<file path="config.mk">
export PLATFORM = sky130hd
export DESIGN_NAME = clic_irq_sched
export DESIGN_NICKNAME = d
export VERILOG_FILES = /design/src/rtl/clic_irq_sched.sv
export SDC_FILE = /design/constraint.sdc
export NUM_CORES = 2
export LEC_CHECK = 0
export ABC_AREA = 1
export CAP_MARGIN = 20
export CORE_MARGIN = 2
export CORE_UTILIZATION = 25
export CTS_BUF_LIST = sky130_fd_sc_hd__clkbuf_16
export CTS_CLUSTER_SIZE = 14
export DETAILED_ROUTE_END_ITERATION = 8
export PLACE_DENSITY_LB_ADDON = 0.2
export RECOVER_POWER = 50
export SLEW_MARGIN = 5
export SYNTH_ARGS = -nofsm -noshare
export SYNTH_HDL_FRONTEND = slang
export SYNTH_SLANG_ARGS = --single-unit
</file>
<file path="constraint.sdc">
create_clock -name clk_i -period 5.4 [get_ports clk_i]
set_input_delay 0.54 -clock clk_i [delete_from_list [all_inputs] [get_ports clk_i]]
set_output_delay 0.54 -clock clk_i [all_outputs]
set_load 0.01 [all_outputs]
</file>
<file path="src/rtl/clic_irq_sched.sv">
// CLIC interrupt scheduler: arbitrates pending+enabled sources by level and
// presents a one-hot request to the core, holding it until acknowledged.
module clic_irq_sched #(
   parameter int unsigned NumSrc   = 64,
   parameter int unsigned LvlWidth = 8,
   parameter int unsigned IdWidth  = $clog2(NumSrc)
) (
   input  logic                         clk_i,
   input  logic                         rst_ni,
   input  logic                         glb_en_i,
   input  logic [NumSrc-1:0]            ip_i,
   input  logic [NumSrc-1:0]            ie_i,
   input  logic [NumSrc*LvlWidth-1:0]   lvl_i,
   output logic [NumSrc-1:0]            irq_o,
   output logic [LvlWidth-1:0]          irq_level_o,
   input  logic                         irq_ack_i,
   output logic                         claim_valid_o,
   output logic [IdWidth-1:0]           claim_id_o
);

   localparam int unsigned NumLeaf = 1 << IdWidth;

   typedef enum logic [1:0] {
      Idle,
      Req,
      Acked
   } state_e;

   typedef struct packed {
      logic                valid;
      logic [IdWidth-1:0]  id;
      logic [LvlWidth-1:0] lvl;
   } cand_t;

   state_e              state_q, state_d;
   cand_t               cand_q, cand_d;
   logic [NumSrc-1:0]   irq_q, irq_d;
   logic [LvlWidth-1:0] irq_level_q, irq_level_d;
   logic [IdWidth-1:0]  pres_id_q, pres_id_d;
   logic                claim_valid_q, claim_valid_d;
   logic [IdWidth-1:0]  claim_id_q, claim_id_d;

   logic [NumSrc-1:0]   eligible;
   cand_t               tree [2*NumLeaf-1];

   assign eligible = ip_i & ie_i & {NumSrc{glb_en_i}};

   // Max-level tournament tree; the left (lower-index) child wins ties.
   always_comb begin
      tree = '{default: '0};
      for (int unsigned i = 0; i < NumSrc; i++) begin
         tree[NumLeaf-1+i].valid = eligible[i];
         tree[NumLeaf-1+i].id    = IdWidth'(i);
         tree[NumLeaf-1+i].lvl   = lvl_i[i*LvlWidth +: LvlWidth];
      end
      for (int n = int'(NumLeaf) - 2; n >= 0; n--) begin
         if (tree[2*n+2].valid &&
             (!tree[2*n+1].valid || (tree[2*n+2].lvl > tree[2*n+1].lvl))) begin
            tree[n] = tree[2*n+2];
         end else begin
            tree[n] = tree[2*n+1];
         end
      end
   end

   always_ff @(posedge clk_i or negedge rst_ni) begin
      if (!rst_ni) begin
         state_q       <= Idle;
         cand_q        <= '0;
         irq_q         <= '0;
         irq_level_q   <= '0;
         pres_id_q     <= '0;
         claim_valid_q <= 1'b0;
         claim_id_q    <= '0;
      end else begin
         state_q       <= state_d;
         cand_q        <= cand_d;
         irq_q         <= irq_d;
         irq_level_q   <= irq_level_d;
         pres_id_q     <= pres_id_d;
         claim_valid_q <= claim_valid_d;
         claim_id_q    <= claim_id_d;
      end
   end

   always_comb begin
      state_d       = state_q;
      cand_d        = tree[0];
      irq_d         = irq_q;
      irq_level_d   = irq_level_q;
      pres_id_d     = pres_id_q;
      claim_valid_d = 1'b0;
      claim_id_d    = '0;

      unique case (state_q)
         Idle: begin
            if (cand_q.valid) begin
               irq_d       = NumSrc'(1) << cand_q.id;
               irq_level_d = cand_q.lvl;
               pres_id_d   = cand_q.id;
               state_d     = Req;
            end
         end
         Req: begin
            // Ack beats withdrawal and preemption in the same cycle.
            if (irq_ack_i) begin
               irq_d         = '0;
               irq_level_d   = '0;
               claim_valid_d = 1'b1;
               claim_id_d    = pres_id_q;
               state_d       = Acked;
            end else if (!eligible[pres_id_q]) begin
               irq_d       = '0;
               irq_level_d = '0;
               state_d     = Idle;
            end else if (cand_q.valid && (cand_q.lvl > irq_level_q)) begin
               irq_d       = NumSrc'(1) << cand_q.id;
               irq_level_d = cand_q.lvl;
               pres_id_d   = cand_q.id;
            end
         end
         Acked: begin
            // Drop the candidate so the claimed source's stale pending bit is not re-presented.
            cand_d  = '0;
            state_d = Idle;
         end
         default: state_d = Idle;
      endcase
   end

   assign irq_o         = irq_q;
   assign irq_level_o   = irq_level_q;
   assign claim_valid_o = claim_valid_q;
   assign claim_id_o    = claim_id_q;

endmodule
</file>
==> flow_summary.ini <==
[clock_network]
clk_path_buf_depth = 2
holdBufCountCts = 0
cts.htree.levels = 3
cts_tree = built
clock_latency_ns = 0.35
clkSlewWorstSetupHoldPaths_ns = 0.08
cts_num_sinks = 102
root_buffer = clkbuf_16
cts_buffers = 9

[timing]
fin_crit_sh_pct = 158
setup_tns_ns = -42.70
tightest_slew_ns = 3.14
hold_viol_final = 0
slew_headroom_pct = -109
min_period_ns = 8.51
rsz0062_at_grt = yes
layout_setup_ws_ns = -3.11
clock-skew-final_ns = 0.0154
fmax_mhz = 118
report.final.slew_viol_count = 80
hold_ws_ns = 0.488
setup_viol = 14

[worst_setup_path]
crit_top_cell = nand2_1
cp.required_ns = 5.68
setup.worst_path.start_class = input port
cp-end-kind = register
crit_start = lvl_i[39]
arrival_ns = 8.79
r2r-start = pres_id_q[1]
criticalPathCategory = input port to register
cp_slowest_cell = ha_1
critPathBufInv = 12
path_max_fanout = 8
path_delay_family = simple AND/OR/NAND/NOR gates
slowest_delay_ns = 0.29

[run_status]
status = complete, but fails checks
violations = capacitance limit, slew limit, setup timing

[floorplan]
design.core.area_um2 = 111000
dieArea_um2 = 115000
ios = 723
std_cell_rows = 122
initial_core_util_pct = 25.3
die_w_um = 339
fp.dieH_um = 339

[detailed_routing]
via_count = 43500
post-route-drc-count = 0
wl_per_cell_um = 18.7
detail-route-antenna-nets = 0
drt_iter0_markers = 2021
first_pass_iters = 5
vias_per_cell = 4.78
drt_wl_total_um = 170000

[grt]
antenna_found_initial = 19
grt_start_max_net_pins = 58
grt_pass1_vias = 42400
overflow = 0
grt_pass1_wl_um = 237000
grt_use_total_pct = 26.0

[final_layout]
syn2layout_area_growth_pct = 137
fin_nets = 8762
drive_gt1_share_pct = 56.3
n_fill_cell = 9797

[yosys]
synth_cell_types = 41
async_reset_ff_share_pct = 100
synth_top_area_share_pct = 22.9
dominantRegCellSynth = dfrtp_1
syn_area_um2 = 28000
seq_area_frac_synth_pct = 9.11
yosys.area.top_type = ha_1
synth_edf_count = 0
yosys-top-cells-area = ha_1 23%, nand2_1 20%, nand3_1 14%
synth_common_cells = 1490 x nand2_1, 798 x inv_1, 779 x nand3_1
syn_avg_cell_area_um2 = 5.76
syn_nets = 6015
ys_ff_latch = 102
yosysWarnings = 0
syn_inst = 4859
synth_most_common_cell = nand2_1

[min_path]
hold_path_class = register to register
hp-start = irq_o[50]

[placement]
dpl_worst_slack_ns = -4.62
finalWeightedCongestion = 0.993
io_buffers = 722
hpwl_um = 131000

[power]
power-per-cell-area_nw_per_um2 = 217
leakagePower_uw = 0.0352
vdd_drop_max_v = 0.000290

[job]
drv_cap = 2
==> cell families after synthesis <==
logic type               share of synthesized area, %
AND/OR/NAND/NOR                                  44.7
buffers and inverters                            13.1
adder cells (fa/ha/maj)                          22.9
AO/OA/AOI/OAI                                    10.2
flip-flops                                       9.11
==> report_power, final <==
group          leakage (uW)  internal (uW)  switching, uW  total, uW
combinational        0.0337           5960           6650      12600
sequential          0.00137            950            209       1160
clock              0.000156            368            326        694
total                0.0352           7270           7190      14500
==> sequential cells by signal (all words and copies together), names as in the netlist <==
register / cells
irq_o: 64
cand_q: 15
irq_level_o: 8
claim_id_o: 6
pres_id_q: 6
state_q: 2
claim_valid_o: 1
==> routing by layer <==
| metal | track usage (%) | part of all wire [%] | up-vias |
|---|---|---|---|
| li1 | - | - | 21400 |
| met1 | 32.0 | 41 | 20500 |
| met2 | 48.6 | 51 | 1225 |
| met3 | 2.01 | 3.8 | 351 |
| met4 | 6.38 | 4.1 | 4 |
| met5 | 0 | 0.011 | - |
==> cell type report <==
type | instances | area [um2] | area share (%)
multi-input cells | 3841 | 34100 | 51.2
repair buffers | 2796 | 24200 | 36.4
inverters | 848 | 3400 | 5.11
flip-flops and latches | 102 | 2550 | 3.84
well taps | 1488 | 1860 | 2.80
clock buffers | 9 | 225 | 0.339
clock inverters | 7 | 83.8 | 0.126
repair inverters | 8 | 61.3 | 0.0922
diodes | 10 | 25.0 | 0.0376
==> through the flow <==
stage	instances	instance area [um2]	util [%]	power (uW)
after CTS	8893	55400	50.0	12300
after global placement	8683	50000	45.1	9810
after detailed placement	8683	50000	45.1	9870
after floorplan	4859	28600	-	5530
after global routing	9108	66500	60.0	15500
final	9109	66500	60.0	14500
==> worst paths after layout <==
check                               end  slack (ns)  cells past startpoint
setup / recovery              cand_q[1]       -3.11                     66
hold / removal                irq_o[50]        0.49                      2
setup reg to reg              irq_o[53]        1.26                     12
hold reg to reg               irq_o[50]        0.49                      2
max in group asynchronous  pres_id_q[1]        1.63                      2
min in group asynchronous     irq_o[50]        1.21                      1
==> layout by cell type, fill, tap and decap left out, types with 17 or more instances in the layout <==
cell type | Yosys | routed
clkbuf_2 | 6 | 59
and2_4 | 0 | 104
dlygate4sd3_1 | 0 | 24
nor2_4 | 2 | 41
inv_2 | 7 | 305
nand3_1 | 779 | 325
ha_1 | 512 | 169
buf_8 | 0 | 18
nand2_2 | 3 | 391
dlymetal6s2s_1 | 0 | 358
o21bai_1 | 19 | 19
a21oi_1 | 231 | 124
nand3_2 | 26 | 279
nand3b_1 | 73 | 73
and2_1 | 140 | 36
dfrtp_1 | 102 | 100
ha_4 | 0 | 331
o21ai_1 | 90 | 108
o21a_1 | 47 | 47
clkinv_1 | 43 | 22
buf_6 | 15 | 106
inv_1 | 798 | 484
a21oi_2 | 3 | 102
nand2_8 | 0 | 28
buf_12 | 0 | 18
o21ai_0 | 76 | 37
nand2_4 | 1 | 211
nand4_1 | 78 | 78
clkdlybuf4s50_1 | 0 | 260
nand3_4 | 0 | 201
o21ai_2 | 0 | 17
buf_4 | 4 | 1935
nand2_1 | 1490 | 884
o211ai_1 | 28 | 28
nor2_1 | 192 | 122
nor2_2 | 1 | 32
==> timing repair <==
item                       in CTS  in global routing
resized for setup             855               2413
cloned                         26                 19
buffers inserted              168                189
setup endpoints to repair      14                 14
pin swaps                     283                858
==> tightest hold or removal path: cells and delay by family (launching register included) <==
kind             cells  cell delay [ns]
AO/OA/AOI/OAI        1             0.06
flip-flops           1             0.35
AND/OR/NAND/NOR      1             0.05
Note: power is estimated with default switching activity, not from simulation.
